===== config.mk =====
export PLATFORM = sky130hd
export DESIGN_NAME = stego_write_ctrl
export DESIGN_NICKNAME = d
export VERILOG_FILES = /design/src/rtl/stego_img_pkg.sv /design/src/rtl/line_gap_timer.sv /design/src/rtl/stego_write_ctrl.sv
export SDC_FILE = /design/constraint.sdc
export NUM_CORES = 1
export LEC_CHECK = 0
export ABC_AREA = 1
export CORE_MARGIN = 3
export CORE_UTILIZATION = 40
export CTS_CLUSTER_DIAMETER = 50
export CTS_CLUSTER_SIZE = 10
export DETAILED_ROUTE_END_ITERATION = 6
export PLACE_DENSITY = 0.8
export SKIP_LAST_GASP = 1
export SLEW_MARGIN = 20
export SYNTH_ARGS = -nofsm -noshare
export SYNTH_HDL_FRONTEND = slang
export SYNTH_SLANG_ARGS = --single-unit

===== constraint.sdc =====
create_clock -name HCLK -period 1.7 [get_ports HCLK]
set_input_delay 0.34 -clock HCLK [delete_from_list [all_inputs] [get_ports HCLK]]
set_output_delay 0.34 -clock HCLK [all_outputs]
set_load 0.02 [all_outputs]

===== src/rtl/stego_img_pkg.sv =====
// Shared definitions for the stego image path (embedder, write controller,
// BMP writer).
//   wctrl_state_t : write-controller FSM states
//   PAIR_W        : width of one RGB888 pixel pair {R1,G1,B1,R0,G0,B0}
//   *_LSB         : byte-lane offsets of each colour byte inside a pair
//   cnt_w()       : counter width for a count range, never below 1 bit
package stego_img_pkg;

  typedef enum logic [1:0] {
    ST_IDLE = 2'd0,
    ST_RUN  = 2'd1,
    ST_GAP  = 2'd2,
    ST_DONE = 2'd3
  } wctrl_state_t;

  localparam int PAIR_W = 48;
  localparam int BYTE_W = 8;

  // Odd pixel occupies the upper half, even pixel the lower half.
  localparam int B0_LSB = 0;
  localparam int G0_LSB = 8;
  localparam int R0_LSB = 16;
  localparam int B1_LSB = 24;
  localparam int G1_LSB = 32;
  localparam int R1_LSB = 40;

  // $clog2(n) with a floor of one bit so degenerate ranges still give a
  // legal vector width.
  function automatic int cnt_w(input int n);
    return (n <= 2) ? 1 : $clog2(n);
  endfunction

endpackage


===== src/rtl/line_gap_timer.sv =====
// Inter-row blanking timer.
//   clk, rst : clock, synchronous active-high reset
//   clr      : force the count to zero (highest priority)
//   load     : arm the timer for a fresh gap of LINE_GAP cycles
//   en       : count down one step (held at zero once there)
//   expired  : count is zero, i.e. the current gap cycle is the last one
// Loading LINE_GAP-1 makes the owning FSM spend exactly LINE_GAP cycles in
// its gap state when it leaves on the first cycle that sees expired.
module line_gap_timer
  import stego_img_pkg::*;
#(
  parameter  int LINE_GAP = 2,
  localparam int CNT_W    = cnt_w(LINE_GAP + 1)
) (
  input  logic clk,
  input  logic rst,
  input  logic clr,
  input  logic load,
  input  logic en,
  output logic expired
);

  localparam logic [CNT_W-1:0] LOAD_VAL =
    (LINE_GAP > 0) ? CNT_W'(LINE_GAP - 1) : '0;

  logic [CNT_W-1:0] cnt_q, cnt_d;

  always_comb begin
    cnt_d = cnt_q;
    if (clr) begin
      cnt_d = '0;
    end else if (load) begin
      cnt_d = LOAD_VAL;
    end else if (en && (cnt_q != '0)) begin
      cnt_d = cnt_q - 1'b1;
    end
  end

  always_ff @(posedge clk) begin
    if (rst) begin
      cnt_q <= '0;
    end else begin
      cnt_q <= cnt_d;
    end
  end

  assign expired = (cnt_q == '0);

endmodule


===== src/rtl/stego_write_ctrl.sv =====
// Write sequencing controller in front of the BMP writer.
// Accepts stego-embedded RGB888 pixel pairs and issues one registered
// hsync strobe + pair bytes per accepted pair, tracking row/column and
// inserting LINE_GAP idle cycles between rows. frame_done pulses once,
// the cycle after the final hsync.
//   HCLK, HRESET          : clock, synchronous active-high reset
//   start, abort          : frame begin (IDLE only) / frame cancel
//   in_valid, in_ready,
//   in_pair               : upstream pair handshake
//   hsync, DATA_WRITE_*   : writer strobe and registered pair bytes
//   wr_row, wr_col        : position of the pair carried by hsync
//   busy, frame_done      : frame in progress / frame finished pulse
//   dbg_state             : current FSM state
//
// Handshake: a pair moves on every rising edge where in_valid && in_ready.
// in_ready depends on the FSM state only (high exactly in RUN), so the
// upstream may hold in_valid and data stable for as long as it likes and
// there is no combinational path from in_valid back to in_ready.
module stego_write_ctrl
  import stego_img_pkg::*;
#(
  parameter  int WIDTH    = 768,
  parameter  int HEIGHT   = 512,
  parameter  int LINE_GAP = 2,
  localparam int ROW_W    = cnt_w(HEIGHT),
  localparam int COL_W    = cnt_w(WIDTH / 2)
) (
  input  logic              HCLK,
  input  logic              HRESET,
  input  logic              start,
  input  logic              abort,
  input  logic              in_valid,
  output logic              in_ready,
  input  logic [PAIR_W-1:0] in_pair,
  output logic              hsync,
  output logic [7:0]        DATA_WRITE_R0,
  output logic [7:0]        DATA_WRITE_G0,
  output logic [7:0]        DATA_WRITE_B0,
  output logic [7:0]        DATA_WRITE_R1,
  output logic [7:0]        DATA_WRITE_G1,
  output logic [7:0]        DATA_WRITE_B1,
  output logic [ROW_W-1:0]  wr_row,
  output logic [COL_W-1:0]  wr_col,
  output logic              busy,
  output logic              frame_done,
  output wctrl_state_t      dbg_state
);

  localparam logic [COL_W-1:0] LAST_COL = COL_W'(WIDTH / 2 - 1);
  localparam logic [ROW_W-1:0] LAST_ROW = ROW_W'(HEIGHT - 1);

  wctrl_state_t      state_q, state_d;
  logic [COL_W-1:0]  col_q, col_d;
  logic [ROW_W-1:0]  row_q, row_d;
  logic              hsync_q, hsync_d;
  logic [PAIR_W-1:0] pair_q, pair_d;
  logic [ROW_W-1:0]  wr_row_q, wr_row_d;
  logic [COL_W-1:0]  wr_col_q, wr_col_d;
  logic              frame_done_q, frame_done_d;

  logic gap_clr, gap_load, gap_en, gap_expired;
  logic xfer;

  line_gap_timer #(.LINE_GAP(LINE_GAP)) u_gap (
    .clk     (HCLK),
    .rst     (HRESET),
    .clr     (gap_clr),
    .load    (gap_load),
    .en      (gap_en),
    .expired (gap_expired)
  );

  assign in_ready = (state_q == ST_RUN);
  assign xfer     = in_valid && in_ready;

  always_comb begin
    state_d      = state_q;
    col_d        = col_q;
    row_d        = row_q;
    hsync_d      = 1'b0;
    pair_d       = pair_q;
    wr_row_d     = wr_row_q;
    wr_col_d     = wr_col_q;
    frame_done_d = 1'b0;
    gap_clr      = 1'b0;
    gap_load     = 1'b0;
    gap_en       = 1'b0;

    // Output stage: capture the pair and its position on every transfer.
    // This is independent of abort, so a pair accepted in the abort cycle
    // still reaches the writer.
    if (xfer) begin
      hsync_d  = 1'b1;
      pair_d   = in_pair;
      wr_row_d = row_q;
      wr_col_d = col_q;
    end

    unique case (state_q)
      ST_IDLE: begin
        if (start && !abort) begin
          state_d = ST_RUN;
          col_d   = '0;
          row_d   = '0;
          gap_clr = 1'b1;
        end
      end
      ST_RUN: begin
        if (xfer) begin
          if (col_q == LAST_COL) begin
            col_d = '0;
            if (row_q == LAST_ROW) begin
              row_d   = '0;
              state_d = ST_DONE;
            end else begin
              row_d = row_q + 1'b1;
              if (LINE_GAP > 0) begin
                state_d  = ST_GAP;
                gap_load = 1'b1;
              end
            end
          end else begin
            col_d = col_q + 1'b1;
          end
        end
      end
      ST_GAP: begin
        gap_en = 1'b1;
        if (gap_expired) begin
          state_d = ST_RUN;
        end
      end
      ST_DONE: begin
        // Registered, so the pulse lands one cycle after the final hsync.
        frame_done_d = 1'b1;
        state_d      = ST_IDLE;
      end
      default: state_d = ST_IDLE;
    endcase

    // Abort wins over every in-frame transition, including the DONE pulse.
    if (abort && (state_q != ST_IDLE)) begin
      state_d      = ST_IDLE;
      col_d        = '0;
      row_d        = '0;
      frame_done_d = 1'b0;
      gap_clr      = 1'b1;
      gap_load     = 1'b0;
    end
  end

  always_ff @(posedge HCLK) begin
    if (HRESET) begin
      state_q      <= ST_IDLE;
      col_q        <= '0;
      row_q        <= '0;
      hsync_q      <= 1'b0;
      pair_q       <= '0;
      wr_row_q     <= '0;
      wr_col_q     <= '0;
      frame_done_q <= 1'b0;
    end else begin
      state_q      <= state_d;
      col_q        <= col_d;
      row_q        <= row_d;
      hsync_q      <= hsync_d;
      pair_q       <= pair_d;
      wr_row_q     <= wr_row_d;
      wr_col_q     <= wr_col_d;
      frame_done_q <= frame_done_d;
    end
  end

  assign hsync         = hsync_q;
  assign wr_row        = wr_row_q;
  assign wr_col        = wr_col_q;
  assign frame_done    = frame_done_q;
  assign busy          = (state_q == ST_RUN) || (state_q == ST_GAP);
  assign dbg_state     = state_q;

  assign DATA_WRITE_R0 = pair_q[R0_LSB +: BYTE_W];
  assign DATA_WRITE_G0 = pair_q[G0_LSB +: BYTE_W];
  assign DATA_WRITE_B0 = pair_q[B0_LSB +: BYTE_W];
  assign DATA_WRITE_R1 = pair_q[R1_LSB +: BYTE_W];
  assign DATA_WRITE_G1 = pair_q[G1_LSB +: BYTE_W];
  assign DATA_WRITE_B1 = pair_q[B1_LSB +: BYTE_W];

endmodule


# Word level (Yosys, flattened, before mapping)
# Index checks and enable logic that the tools add are counted.
# totals
ff_bits	90
input_bits	53
out_inout_bits	72
elab_cells	67
# classes
n_addsub	3
eq_ne	9
muxes	27
reduce_logical	18
# op_table
operator	count
9-bit two-way mux	6
9-bit case mux with 2 select lines	2
9-bit by 1-bit adder with 9-bit output, second input constant	2
9-bit equality test, second input constant	2
1-bit two-way mux	14
2-bit two-way mux	4
2-bit case mux with 4 select lines	1
4-bit AND reduction	2
2-bit nonzero test	4
2-bit equality test, second input constant	2
1-bit logical AND	4
2-bit zero test	2
2-bit by 1-bit != test with 1-bit output, second input constant	2
2-bit != test, second input constant	2
2-bit OR reduction	2
3-bit AND reduction	1
3-bit OR reduction	1
2-bit by 1-bit equality test with 1-bit output, second input constant	1
2-bit by 1-bit subtractor with 2-bit output, second input constant	1
1-bit zero test	1
1-bit logical OR	1

# Depth between registers and ports, before layout
# logic_depth
ltp_word	7
depth_mapped	13
depth_no_buf	13

# Hierarchy
# A second synthesis with hierarchy kept.
# unflattened
cells_unflattened	491
area_unflattened_um2	3681.0
# by_module_without_submodules
module	instances	cells_per_inst	area_per_inst_um2	seq_area_each_um2
stego_write_ctrl	1	473	3563.4	1761.7
line_gap_timer	1	18	117.6	40.0

# Least setup slack after synthesis
# Ideal clock, no wire load.
# synth_timing
path_kind	reg-to-reg
startpoint	register state_q[1] (netlist: dbg_state[1])
endpoint	register col_q[5]
setup_ns	0.115
arrival_ns	1.754
t_required_ns	1.585
path_slack_ns	-0.169
stages_incl_launch_ff	11
n_path_buf	2
synth_period_minus_slack_ns	1.869
path_cell_list	dfxtp_1 > inv_1 > ha_1 > buf_4 > nand2_1 > nand2_2 > a21oi_4 > buf_6 > nand4_1 > nand2_1 > nor2_2
# synth_via
elab_chain_cells	4
word_cells_on_any_way	11
cone_classes	3 x eq/ne; 1 x mux; 7 x reduce/logical
# synth_rtl
item	line_no	rtl
from (decl)	stego_write_ctrl.sv:52	wctrl_state_t state_q, state_d;
from (signal assigned)	stego_write_ctrl.sv:163	state_q <= state_d;
2-bit by 1-bit equality test with 1-bit output (*)	stego_write_ctrl.sv:73	assign in_ready = (state_q == ST_RUN);
named net in_ready	stego_write_ctrl.sv:33	output logic in_ready,
1-bit logical AND	stego_write_ctrl.sv:74	assign xfer = in_valid && in_ready;
2-bit by 1-bit != test with 1-bit output (no source line)	--	
3-bit AND reduction (no source line)	--	
to (signal assigned)	stego_write_ctrl.sv:164	col_q <= col_d;
to (decl)	stego_write_ctrl.sv:53	logic [COL_W-1:0] col_q, col_d;
# The timed path passes the listed nets; every way through them passes the cells marked *.
# A chain may end at the register's enable or synchronous reset.

# Final worst setup path
# layout_timing
startpoint	register wr_row_q[2] (netlist: wr_row[2])
endpoint	output port wr_row[2]
# layout_lines
item	line_no	rtl
from (decl)	stego_write_ctrl.sv:57	logic [ROW_W-1:0] wr_row_q, wr_row_d;
from (signal assigned)	stego_write_ctrl.sv:168	wr_row_q <= wr_row_d;
to (decl)	stego_write_ctrl.sv:42	output logic [ROW_W-1:0] wr_row,
# No word-level cell between the ends.

==> flow_summary_export.csv <==
group,metric,value,unit
logic_synthesis,synth-seq-cells,90,
die,chipHeight,102,um
global_routing,antenna_found_initial,0,
setup_path,slowest_delay,0.63,ns
detailed_routing,drc,0,
setup_path,critPathKind,"reg2out",
power,power.leakage,2.22,nW
final_layout,drive_above_1_share,0.120,
setup_path,crit_buf_inv,1,
setup_path,cp_slowest_cell,"clkdlybuf4s50_1",
sta,hold_viol,0,
detailed_routing,drtAntennaViolNets,0,
final_layout,multi_input_area,0.00168,mm^2
die,pin_count,125,
die,die_x,102,um
power,vdd_drop_max,0.921,mV
placed_design,placed_cell_area,0.00512,mm^2
cts,hold_buffers,0,
die,die-area,0.0103,mm^2
final_layout,fin_nets,689,
logic_synthesis,netlist_area,0.00366,mm^2
logic_synthesis,ys_warn_count,0,
sta,setup_viol,0,
sta,skew,0.0110,ns
cts,clkSinkCount,90,
die,num_rows,34,
detailed_routing,routed_via_density,4.91,
final_layout,seqCellArea,0.00181,mm^2
setup_path,path_max_fanout,2,
sta,max_freq,605,MHz
sta,relSlewSlack,0.803,
detailed_routing,wirelength,10100,um
global_routing,grt_max_degree,47,
setup_path,critical_path_arrival,1.31,ns
placed_design,gp_congestion,0.824,
sta,drv_slew,0,
detailed_routing,drt_iter0_drc,111,
final_layout,stdcell_area,0.00543,mm^2
detailed_routing,dr.pass1.iters,4,
hold_path,hold_path_class,"reg2reg",
cts,cts_buffers,9,
detailed_routing,num_vias,3631,
placed_design,dp_hpwl,7190,um
cts,clk_pin_slew,0.09,ns
final_layout,antenna-diode-count,0,
global_routing,grt_use_total,0.191,
run_status,outcome,"complete, no violations",
setup_path,r2r_cells,13,
logic_synthesis,syn_nets,556,
detailed_routing,routedWlPerCell,13.7,um
placed_design,portBuffers,124,
global_routing,grt.overflow.total,0,
setup_path,crit_family,"buffers and inverters",
cts,cts_htree_levels,3,
cts,cts_root_buf,"clkbuf_8",
sta,period_needed,1.65,ns
die,core_area,0.00881,mm^2
final_layout,final.fill_count,769,
setup_path,worst_setup_path_start_kind,"flop",
global_routing,grt_pass1_vias,3425,
cts,cts_tree,"done",
die,start_util,0.415,
final_layout,syn_to_final_growth,48.6,%
setup_path,path_depth,1,
placed_design,dp_slack,-0.0595,ns
logic_synthesis,avgSynthCellArea,7.40,um^2
logic_synthesis,synth_cell_types,23,
logic_synthesis,synth-seq-area-share,0.493,
setup_path,required,1.36,ns
sta,layout_setup_ws,0.0476,ns
flow_run,max_cap_viol_count,0,
sta,rsz0062_at_grt,"true",
final_layout,stdcell_count,740,
power,powerDensity,1270,mW/mm^2
setup_path,reg2reg_slack,0.07,ns
cts,cts_buffer_depth,2,
hold_path,hold_path_depth,2,
setup_path,crit_path_end_kind,"output port",
sta,finalCritPeriodShare,0.972,
setup_path,cp_cell_sequence,"clkdlybuf4s50_1",
sta,worstMarginPinSlew,0.295,ns
placed_design,dp.cells,722,
global_routing,grt_pass1_wl,16100,um
logic_synthesis,synth_cells,494,
cts,insertion_delay,0.34,ns
-- per-layer routing --
| layer | vias to the layer above | track usage | share of wire |
|---|---|---|---|
| li1 | 1838 | - | - |
| met1 | 1687 | 0.243 | 0.44 |
| met2 | 104 | 0.335 | 0.51 |
| met3 | 2 | 0.0303 | 0.052 |
| met4 | 0 | 0.0521 | 0.0025 |
| met5 | - | 0 | 0 |
-- sequential cells by signal (all words and copies together) (netlist names) --
| name | count |
|---|---|
| pair_q | 48 |
| col_q | 9 |
| row_q | 9 |
| wr_col | 9 |
| wr_row | 9 |
| dbg_state | 2 |
| u_gap.cnt_q | 2 |
| frame_done | 1 |
| hsync | 1 |
-- final timing paths --
| path | from | endpoint |
|---|---|---|
| max | wr_row[2] | wr_row[2] |
| min | wr_row[8] | wr_row[8] |
| max reg2reg | row_q[0] | row_q[3] |
| min reg2reg | wr_row[8] | wr_row[8] |
-- cells in the final DEF, fill, tap and decap left out, drive strengths merged, types with 2 or more instances in the layout --
master / Yosys / final
nand2: 67 / 67
nor2: 133 / 133
nand4: 3 / 3
dfxtp: 90 / 90
dlymetal6s2s: 0 / 9
inv: 38 / 40
a21oi: 22 / 22
clkbuf: 16 / 12
ha: 9 / 9
clkinvlp: 0 / 2
dlygate4sd2: 0 / 2
o21ai: 72 / 72
nand3: 30 / 30
clkdlybuf4s50: 0 / 112
nor3: 2 / 2
buf: 9 / 23
-- area by class of cell --
cell class,count,share of cell area
inverters,38,0.0262
multi-input cells,341,0.310
clock inverters,5,0.00691
repair buffers,147,0.274
flip-flops and latches,90,0.333
well taps,108,0.0249
clock buffers,11,0.0260
-- power by group --
| part | internal (mW) | total [mW] | switching (mW) |
|---|---|---|---|
| Combinational | 1.27 | 2.92 | 1.66 |
| Clock | 0.581 | 1.34 | 0.761 |
| Sequential | 2.46 | 2.65 | 0.191 |
-- synth_stat cells --
library cell	n	area, um^2
nor2_1	130	488
dfxtp_1	90	1800
o21ai_0	72	360
nand2_1	59	221
inv_1	36	135
nand3_1	30	150
a21oi_1	21	105
clkbuf_1	16	60.1
ha_1	9	113
nand2_2	7	43.8
buf_2	5	25.0
buf_6	3	33.8
nand4_1	3	18.8
inv_2	2	7.51
nor2_2	2	12.5
nor3_1	2	10.0
a21oi_4	1	16.3
a31oi_1	1	6.26
and3b_1	1	8.76
buf_4	1	7.51
nand2_4	1	11.3
nor2_4	1	11.3
xor2_1	1	8.76
-- through the flow --
step           power (mW)  utilization  hold slack (ns)  setup TNS, ns
5_1_grt              7.37        0.617            0.503         -0.253
3_3_place_gp         5.47        0.581            0.462       -0.00635
4_1_cts              6.89        0.606            0.485        -0.0774
3_5_place_dp         5.56        0.581            0.471         -0.670
6_report             6.92        0.617            0.480              0
2_1_floorplan        4.35            -            0.412              0
-- logic make-up after synthesis --
kind of cell | after synthesis | synth area share
AOI/OAI and AO/OA | 95 | 0.133
xor gates and xnor gates | 1 | 0.00240
buffers and inverters | 63 | 0.0736
DFF | 90 | 0.493
adders and majority gates | 9 | 0.0308
and+or+nand+nor | 236 | 0.267
-- what timing repair did --
item                       in CTS  in global routing
setup buffers                   2                  0
setup endpoints to repair      11                 33
pin swaps                       4                  4
cloned                          0                  0
resized for setup              11                 31
Power figures use the tool's default switching activity.
